$ cat src/rtl/partition_eval_pkg.sv
// Shared types and helpers for the partition evaluation blocks.
//   state_t   : sweep controller states
//   popcount  : number of set bits in a (zero-extended) 32-bit word
//   abs_diff  : |a - b| of two unsigned words; callers cast the result back to
//               their own width
package partition_eval_pkg;

    typedef enum logic [1:0] {
        ST_IDLE   = 2'd0,
        ST_SETTLE = 2'd1,
        ST_SAMPLE = 2'd2,
        ST_DONE   = 2'd3
    } state_t;

    function automatic logic [31:0] popcount(input logic [31:0] v);
        logic [31:0] n;
        n = '0;
        for (int i = 0; i < 32; i++) begin
            n = n + {31'b0, v[i]};
        end
        return n;
    endfunction

    function automatic logic [31:0] abs_diff(input logic [31:0] a, input logic [31:0] b);
        return (a >= b) ? (a - b) : (b - a);
    endfunction

endpackage

$ cat src/rtl/err_accum.sv
// Error accumulators for one exact/approximate partition pair.
//   clk, rst_n        : clock, async active-low reset
//   i_clear           : zero all accumulators (start of a sweep)
//   i_sample          : fold the current exact/approx pair into the totals
//   i_exact, i_approx : partition outputs being compared
//   o_mismatch_cnt    : vectors where the outputs differ
//   o_hamming_sum     : summed popcount of exact ^ approx
//   o_max_abs_err     : largest |exact - approx| seen
module err_accum
    import partition_eval_pkg::*;
#(
    parameter int NUM_IN  = 5,
    parameter int NUM_OUT = 3
) (
    input  logic                                  clk,
    input  logic                                  rst_n,
    input  logic                                  i_clear,
    input  logic                                  i_sample,
    input  logic [NUM_OUT-1:0]                    i_exact,
    input  logic [NUM_OUT-1:0]                    i_approx,
    output logic [NUM_IN:0]                       o_mismatch_cnt,
    output logic [NUM_IN+$clog2(NUM_OUT+1)-1:0]   o_hamming_sum,
    output logic [NUM_OUT-1:0]                    o_max_abs_err
);

    localparam int CW = NUM_IN + 1;
    localparam int HW = NUM_IN + $clog2(NUM_OUT + 1);

    logic [CW-1:0]      r_mismatch_cnt;
    logic [HW-1:0]      r_hamming_sum;
    logic [NUM_OUT-1:0] r_max_abs_err;

    logic [NUM_OUT-1:0] w_diff;
    logic [HW-1:0]      w_pop;
    logic [NUM_OUT-1:0] w_abs;

    assign w_diff = i_exact ^ i_approx;
    assign w_pop  = HW'(popcount(32'(w_diff)));
    assign w_abs  = NUM_OUT'(abs_diff(32'(i_exact), 32'(i_approx)));

    always_ff @(posedge clk or negedge rst_n) begin
        if (!rst_n) begin
            r_mismatch_cnt <= '0;
            r_hamming_sum  <= '0;
            r_max_abs_err  <= '0;
        end else if (i_clear) begin
            r_mismatch_cnt <= '0;
            r_hamming_sum  <= '0;
            r_max_abs_err  <= '0;
        end else if (i_sample) begin
            if (w_diff != '0) begin
                r_mismatch_cnt <= r_mismatch_cnt + CW'(1);
            end
            r_hamming_sum <= r_hamming_sum + w_pop;
            if (w_abs > r_max_abs_err) begin
                r_max_abs_err <= w_abs;
            end
        end
    end

    assign o_mismatch_cnt = r_mismatch_cnt;
    assign o_hamming_sum  = r_hamming_sum;
    assign o_max_abs_err  = r_max_abs_err;

endmodule

$ cat src/rtl/partition_err_monitor.sv
// Sweeps all 2^NUM_IN input vectors of a partition, waits SETTLE cycles per
// vector, then compares the exact and approximate outputs and accumulates
// error metrics. Results are held until the next accepted start.
//   clk, rst_n            : clock, async active-low reset
//   start                 : begin a sweep (only honoured in IDLE)
//   pi_o                  : vector driven to both partition instances
//   exact_po, approx_po   : partition outputs
//   busy                  : high in SETTLE and SAMPLE
//   done                  : one-cycle pulse after the last sample
//   mismatch_cnt, hamming_sum, max_abs_err : accumulated results
//
// state     | meaning
// ----------+-----------------------------------------------------------
// ST_IDLE   | waiting for start, results from the last sweep held
// ST_SETTLE | pi_o stable, wait counter running down to 0
// ST_SAMPLE | compare outputs, advance to next vector or finish
// ST_DONE   | done pulse, back to IDLE
module partition_err_monitor
    import partition_eval_pkg::*;
#(
    parameter int NUM_IN  = 5,
    parameter int NUM_OUT = 3,
    parameter int SETTLE  = 1
) (
    input  logic                                  clk,
    input  logic                                  rst_n,
    input  logic                                  start,
    output logic [NUM_IN-1:0]                     pi_o,
    input  logic [NUM_OUT-1:0]                    exact_po,
    input  logic [NUM_OUT-1:0]                    approx_po,
    output logic                                  busy,
    output logic                                  done,
    output logic [NUM_IN:0]                       mismatch_cnt,
    output logic [NUM_IN+$clog2(NUM_OUT+1)-1:0]   hamming_sum,
    output logic [NUM_OUT-1:0]                    max_abs_err
);

    // Wait counter only has to hold SETTLE-1; keep at least one bit.
    localparam int                WW        = (SETTLE > 1) ? $clog2(SETTLE) : 1;
    localparam logic [WW-1:0]     WAIT_LOAD = WW'(SETTLE - 1);
    localparam logic [NUM_IN-1:0] PI_LAST   = '1;

    state_t             r_state;
    state_t             w_next;
    logic [NUM_IN-1:0]  r_pi;
    logic [WW-1:0]      r_wait;
    logic               w_clear;
    logic               w_sample;
    logic               w_wait_zero;
    logic               w_last;

    assign w_wait_zero = (r_wait == '0);
    assign w_last      = (r_pi == PI_LAST);

    always_ff @(posedge clk or negedge rst_n) begin
        if (!rst_n) begin
            r_state <= ST_IDLE;
        end else begin
            r_state <= w_next;
        end
    end

    always_comb begin
        w_next = r_state;
        case (r_state)
            ST_IDLE:   if (start)       w_next = ST_SETTLE;
            ST_SETTLE: if (w_wait_zero) w_next = ST_SAMPLE;
            ST_SAMPLE: w_next = w_last ? ST_DONE : ST_SETTLE;
            ST_DONE:   w_next = ST_IDLE;
            default:   w_next = ST_IDLE;
        endcase
    end

    always_comb begin
        busy     = 1'b0;
        done     = 1'b0;
        w_clear  = 1'b0;
        w_sample = 1'b0;
        case (r_state)
            ST_IDLE:   w_clear  = start;
            ST_SETTLE: busy     = 1'b1;
            ST_SAMPLE: begin
                busy     = 1'b1;
                w_sample = 1'b1;
            end
            ST_DONE:   done     = 1'b1;
            default:   ;
        endcase
    end

    // Vector and wait counters. pi_o is left at all ones after the final
    // sample so the last vector stays on the partition inputs while idle.
    always_ff @(posedge clk or negedge rst_n) begin
        if (!rst_n) begin
            r_pi   <= '0;
            r_wait <= '0;
        end else if (w_clear) begin
            r_pi   <= '0;
            r_wait <= WAIT_LOAD;
        end else if (r_state == ST_SETTLE) begin
            if (!w_wait_zero) begin
                r_wait <= r_wait - WW'(1);
            end
        end else if (r_state == ST_SAMPLE) begin
            if (!w_last) begin
                r_pi   <= r_pi + NUM_IN'(1);
                r_wait <= WAIT_LOAD;
            end
        end
    end

    assign pi_o = r_pi;

    err_accum #(
        .NUM_IN  (NUM_IN),
        .NUM_OUT (NUM_OUT)
    ) u_err_accum (
        .clk            (clk),
        .rst_n          (rst_n),
        .i_clear        (w_clear),
        .i_sample       (w_sample),
        .i_exact        (exact_po),
        .i_approx       (approx_po),
        .o_mismatch_cnt (mismatch_cnt),
        .o_hamming_sum  (hamming_sum),
        .o_max_abs_err  (max_abs_err)
    );

endmodule

$ cat config.mk
export PLATFORM = sky130hd
export DESIGN_NAME = partition_err_monitor
export DESIGN_NICKNAME = d
export VERILOG_FILES = /design/src/rtl/partition_eval_pkg.sv /design/src/rtl/err_accum.sv /design/src/rtl/partition_err_monitor.sv
export SDC_FILE = /design/constraint.sdc
export NUM_CORES = 1
export LEC_CHECK = 0
export BUFFER_PORTS_ARGS = -buffer_cell sky130_fd_sc_hd__buf_2
export CELL_PAD_IN_SITES_DETAIL_PLACEMENT = 1
export CELL_PAD_IN_SITES_GLOBAL_PLACEMENT = 2
export CORE_MARGIN = 5
export CORE_UTILIZATION = 30
export CTS_BUF_LIST = sky130_fd_sc_hd__clkbuf_16
export CTS_CLUSTER_DIAMETER = 60
export DETAILED_ROUTE_END_ITERATION = 8
export PLACE_DENSITY = 0.8
export SLEW_MARGIN = 20
export SYNTH_ARGS = -nofsm -noshare
export SYNTH_HDL_FRONTEND = slang
export SYNTH_SLANG_ARGS = --single-unit
$ cat constraint.sdc
create_clock -name clk -period 4.8 [get_ports clk]
set_clock_uncertainty 0.1 [all_clocks]
set_input_delay 0.96 -clock clk [delete_from_list [all_inputs] [get_ports clk]]
set_output_delay 0.96 -clock clk [all_outputs]
set_load 0.02 [all_outputs]
Word-level counts from Yosys, hierarchy flattened

Index checks and enable logic that the tools add are counted.

Equality and inequality tests: 9
$lt $le $gt $ge: 2
Mux-type cells: 26
Bitwise operators: 1
Add/sub/neg operators: 8
Reductions and logical operators: 13

Operators by type and width:

| cell                                                   | count |
|---|---|
| 2-to-1 mux 5 bit                                       | 4 |
| 2-to-1 mux 6 bit                                       | 3 |
| 2-to-1 mux 7 bit                                       | 2 |
| 2-to-1 mux 3 bit                                       | 4 |
| 2-to-1 mux 1 bit                                       | 9 |
| one-hot mux 2 bit (4 select lines)                     | 1 |
| AND reduction 2 bit                                    | 4 |
| nonzero test 2 bit                                     | 4 |
| adder 7 x 1 -> 7 bit                                   | 1 |
| adder 7 bit                                            | 1 |
| adder 6 x 1 -> 6 bit (second input constant)           | 1 |
| 2-to-1 mux 2 bit                                       | 3 |
| nonzero test 3 bit                                     | 2 |
| subtractor 3 bit                                       | 2 |
| adder 5 x 1 -> 5 bit (second input constant)           | 1 |
| == test 5 bit (second input constant)                  | 1 |
| == test 2 bit (second input constant)                  | 2 |
| inequality test 2 x 1 -> 1 bit (second input constant) | 2 |
| inequality test 2 bit (second input constant)          | 2 |
| greater-or-equal comparator 3 bit                      | 1 |
| greater-than comparator 3 bit                          | 1 |
| inequality test 3 x 1 -> 1 bit (second input constant) | 1 |
| AND reduction 3 bit                                    | 1 |
| bitwise XOR 3 bit                                      | 1 |
| 5 further kinds                                        | 5 |

Bits of input ports: 9
Register bits: 24
Output and inout bits: 23
Word-level logic and storage cells: 65

Longest topological paths before layout

Word-level depth: 6
Gate-level depth with buffers: 13

Cells and area by module

Synthesis repeated with hierarchy kept, for this count alone.

Cell total of the unflattened synthesis: 162
Area, all modules: 1559.0 um^2

Modules (own cells, without submodules):

| module                | times used | sequential area each (um^2) | area each (um^2) | cells an instance |
|---|---|---|---|---|
| err_accum             | 1          | 400.4                       | 1126.1           | 120 |
| partition_err_monitor | 1          | 175.2                       | 432.9            | 42 |

Worst setup path after synthesis

No wires, ideal clock.

Path kind: input-to-reg
Start point: input approx_po[0]
End point: register u_err_accum.r_max_abs_err[2], in the netlist u_err_accum.o_max_abs_err[2]
Setup slack: 1436 ps
Library setup time: 96 ps
Buffers on the path: 0
Arrival time: 3168 ps
Stages: 13
Path through: inv_1 ha_1 inv_1 fa_1 or4b_1 a21oi_1 a31oi_1 nand2_1 ha_1 o21ai_0 a31oi_1 and2_1 a311oi_2

Longest elaborated chain between the ends: 5
Elaborated cells between the ends (all ways): 10

Ends and longest elaborated chain:

| element                                                                  | line                        | text |
|---|---|---|
| from (decl)                                                              | partition_err_monitor.sv:30 | `input logic [NUM_OUT-1:0] approx_po,` |
| subtractor 3 bit or greater-or-equal comparator 3 bit (tied branches)    | partition_eval_pkg.sv:25    | `return (a >= b) ? (a - b) : (b - a);` |
| 2-to-1 mux 3 bit *                                                       | partition_eval_pkg.sv:25    |  |
| greater-than comparator 3 bit or 2-to-1 mux 3 bit (tied branches)        | err_accum.sv:55             | `if (w_abs > r_max_abs_err) begin` |
| nonzero test 2 bit (no source line) or 2-to-1 mux 3 bit (tied branches)  | n/a                         |  |
| AND reduction 2 bit (no source line) or 2-to-1 mux 3 bit (tied branches) | n/a                         |  |
| to (signal assigned)                                                     | err_accum.sv:56             | `r_max_abs_err <= w_abs;` |
| to (decl)                                                                | err_accum.sv:31             | `logic [NUM_OUT-1:0] r_max_abs_err;` |

Every way passes the cells marked *; elsewhere a longest branch is shown, timed or not. The select of a mux whose other input is x is not followed.
A chain may end at the register's enable or synchronous reset.

Worst setup path after layout

Ends and elaborated chain as after synthesis.

==> results_dict.tcl <==
set metrics [dict create \
    cp_max_fo 5 \
    grt_use_met3 0.0206 \
    num_io_pins 32 \
    hp-class "reg -> reg" \
    synth_top_family_by_area "adder cells" \
    hold_path_depth 1 \
    hold_viol 0 \
    coreArea_sq_um 5070 \
    synthXorXnorAreaFrac 0.0505 \
    antenna_cells 0 \
    crit_chain "buf_2, inv_1, ha_1, inv_1, fa_1, or4b_1, a21oi_1, a31oi_1, nand2_1, ha_1, o21ai_0, a31oi_1, and2_1, a311oi_2" \
    initial_utilization 0.308 \
    die_h_um 82.1 \
    worst-r2r-cell-count 5 \
    grt_pass1_wl_um 6180 \
    p_leak_uw 0.000932 \
    switching_share 0.364 \
    worst_hold_startpoint "pi_o[3]" \
    syn_nets 191 \
    wl_per_cell_um 13.3 \
    port_buffers 31 \
    dieArea_sq_um 6750 \
    fp-row-count 26 \
    power_density_nw_per_um2 367 \
    nNetsFinal 223 \
    instances_no_fill 260 \
    first_pass_iters 4 \
    combPwrFrac 0.340 \
    cts-resized-gates 0 \
    dp_worst_setup_slack_ns 1.12 \
    p_int_uw 433 \
    drc 0 \
    pwr-share-clk 0.264 \
    timing.final.crit_period_ns 3.42 \
    vias 1241 \
    critPathMaxStageDelay_ns 0.48 \
    antenna_found_initial 0 \
    required_ns 4.86 \
    hpwl_um 2700 \
    cap_viol_max_count 0 \
    syn_area_sq_um 1560 \
    rr_startpoint "r_state[0]" \
    synth_compound_area_frac 0.143 \
    synth.avg_cell_area_sq_um 9.82 \
    ant_nets 0 \
    finalSetupViolCount 0 \
    post_dp_cell_area_sq_um 1780 \
    grt_max_degree 24 \
    ir_worst_vdd_v 0.000116 \
    viasPerCell 4.77 \
    postCtsSetupRepairBufs 0 \
    synth-seq-area-share 0.369 \
    grtUsageMet1 0.152 \
    crit_type "in -> reg" \
    synth_cell_types 39 \
    grtUsageTotal 0.115 \
    startpoint "approx_po[0]" \
    final_cell_area_sq_um 1860 \
    maxSlewViolCount 0 \
    grt_pass1_vias 1350 \
    holdBufCountCts 0 \
    synth-simple-area-share 0.137 \
    ys_seq_elements 23 \
    fin_crit_sh 0.712 \
    drive_above_1_share 0.211 \
    crit_path_start_kind "input pin" \
    switchingPower_uw 248 \
    gp_congestion 0.683 \
    ys.warnings.count 0 \
    rsz0062_at_grt "false" \
    grt-ovfl-total 0 \
    cts_tree "yes" \
    final.fill_count 615 \
    slew_headroom 0.432 \
    dp_cells 256 \
    arrival_ns 3.47 \
    wirelength_um 3460 \
    synthAdderAreaFrac 0.204 \
    htree_num_levels 1 \
    status "finished clean" \
    tns_ns 0 \
    syn_inst 159 \
    syn_to_final_growth_pct 19.1 \
    path_clk_slew_ns 0.06 \
    final.setup.worst_slack_ns 1.38 \
    grt_util_met2 0.195 \
    busiest_layer "met2" \
    cts_buffers 3 \
    cp-end-kind "flip-flop" \
    worstMarginPinSlew_ns 0.851 \
    pwr-share-seq 0.396 \
    clk_latency_ns 0.26 \
    synth_mux_area_frac 0.0337 \
    fmax_mhz 293 \
    cts_max_path_buffers 2 \
    cp_slowest_cell "or4b_1" \
    cts.sinks 23 \
    cts_root_buffer "clkbuf_16" \
    p_total_uw 681 \
    drt-initial-drc-count 28 \
    dieWidth_um 82.1 \
]
cell usage after synthesis:
library cell / n / share of area
nand4_1: 3 / 0.012
a31oi_1: 2 / 0.0080
mux2_2: 2 / 0.014
a21oi_1: 11 / 0.035
a311oi_2: 1 / 0.0096
nor3_1: 3 / 0.0096
o32a_1: 1 / 0.0064
or3_1: 2 / 0.0080
o21bai_1: 1 / 0.0048
o22ai_1: 1 / 0.0040
and2_1: 2 / 0.0080
a31o_2: 1 / 0.0056
buf_4: 2 / 0.0096
a41oi_1: 1 / 0.0056
nand3_1: 3 / 0.0096
mux2i_1: 3 / 0.019
buf_1: 1 / 0.0024
xor2_1: 5 / 0.028
and3_1: 2 / 0.0080
or4b_1: 1 / 0.0064
nand2_1: 8 / 0.019
a211oi_1: 2 / 0.0096
o41ai_1: 1 / 0.0056
nor3b_1: 1 / 0.0048
inv_1: 20 / 0.048
nand2b_1: 1 / 0.0040
a21o_1: 1 / 0.0048
fa_1: 4 / 0.051
a21boi_2: 1 / 0.0072
xnor2_1: 4 / 0.022
and2b_1: 3 / 0.014
o21ai_0: 6 / 0.019
nor2b_1: 1 / 0.0040
a21bo_2: 1 / 0.0064
nor2_1: 12 / 0.029
a22o_1: 2 / 0.011
dfrtp_1: 23 / 0.37
buf_2: 1 / 0.0032
ha_1: 19 / 0.15
worst paths after layout:
| kind | end | slack [ns] |
|---|---|---|
| min in group asynchronous | u_err_accum.o_hamming_sum[6] | 0.58 |
| max in group asynchronous | u_err_accum.o_max_abs_err[2] | 3.66 |
| setup / recovery | u_err_accum.o_max_abs_err[2] | 1.38 |
| hold reg to reg | pi_o[3] | 0.42 |
| setup reg to reg | pi_o[0] | 2.62 |
| hold / removal | pi_o[3] | 0.42 |
flip-flops by register name, indices dropped and copies added (netlist names):
| signal | count |
|---|---|
| u_err_accum.o_max_abs_err | 3 |
| u_err_accum.o_mismatch_cnt | 6 |
| u_err_accum.o_hamming_sum | 7 |
| pi_o | 5 |
| r_state | 2 |
metal layers:
metal | vias up | routed length (um)
li1 | 604 | -
met1 | 615 | 1630
met2 | 20 | 1680
met3 | 2 | 134
met4 | 0 | 12
met5 | - | 0
metrics by stage:
stage	hold slack [ns]	util
after global routing	0.466	0.366
after detailed placement	0.410	0.351
final	0.422	0.366
after CTS	0.421	0.366
after global placement	0.407	0.351
after floorplan	0.454	-
power groups by stage:
stage	logic, uW	registers [uW]	clock network (uW)
global placement	229	275	0
global route	263	278	197
floorplan	111	316	0
finish	231	270	180
detailed placement	237	274	0
CTS	238	271	188
critical path, delay by kind of cell:
kind | cells | cell delay (ns)
buffers and inverters | 3 | 0.20
AOI/OAI and AO/OA | 5 | 0.74
and+or+nand+nor | 3 | 0.79
adders and majority gates | 3 | 0.77
cell families after synthesis:
family / count (synthesis)
adder cells (fa/ha/maj): 23
XOR/XNOR: 9
flip-flops: 23
AND/OR/NAND/NOR: 42
multiplexers: 5
buffers and inverters: 24
AO/OA/AOI/OAI: 33
final cells by class:
class	count	area [sq um]	share of cell area
multi-input cells	112	887	0.477
flip-flops and latches	23	576	0.310
repair buffers	31	155	0.0834
well taps	70	87.6	0.0471
clock buffers	3	75.1	0.0404
inverters	20	75.1	0.0404
clock inverters	1	3.75	0.00202
cell usage in the layout, fill, tap and decap left out, drive strengths merged, types with 4 or more instances in the layout:
master,count
buf,31
dfrtp,23
inv,21
ha,19
nor2,12
a21oi,11
nand2,8
o21ai,6
xor2,5
xnor2,4
fa,4
No activity file was read; power rests on OpenSTA's default activity.
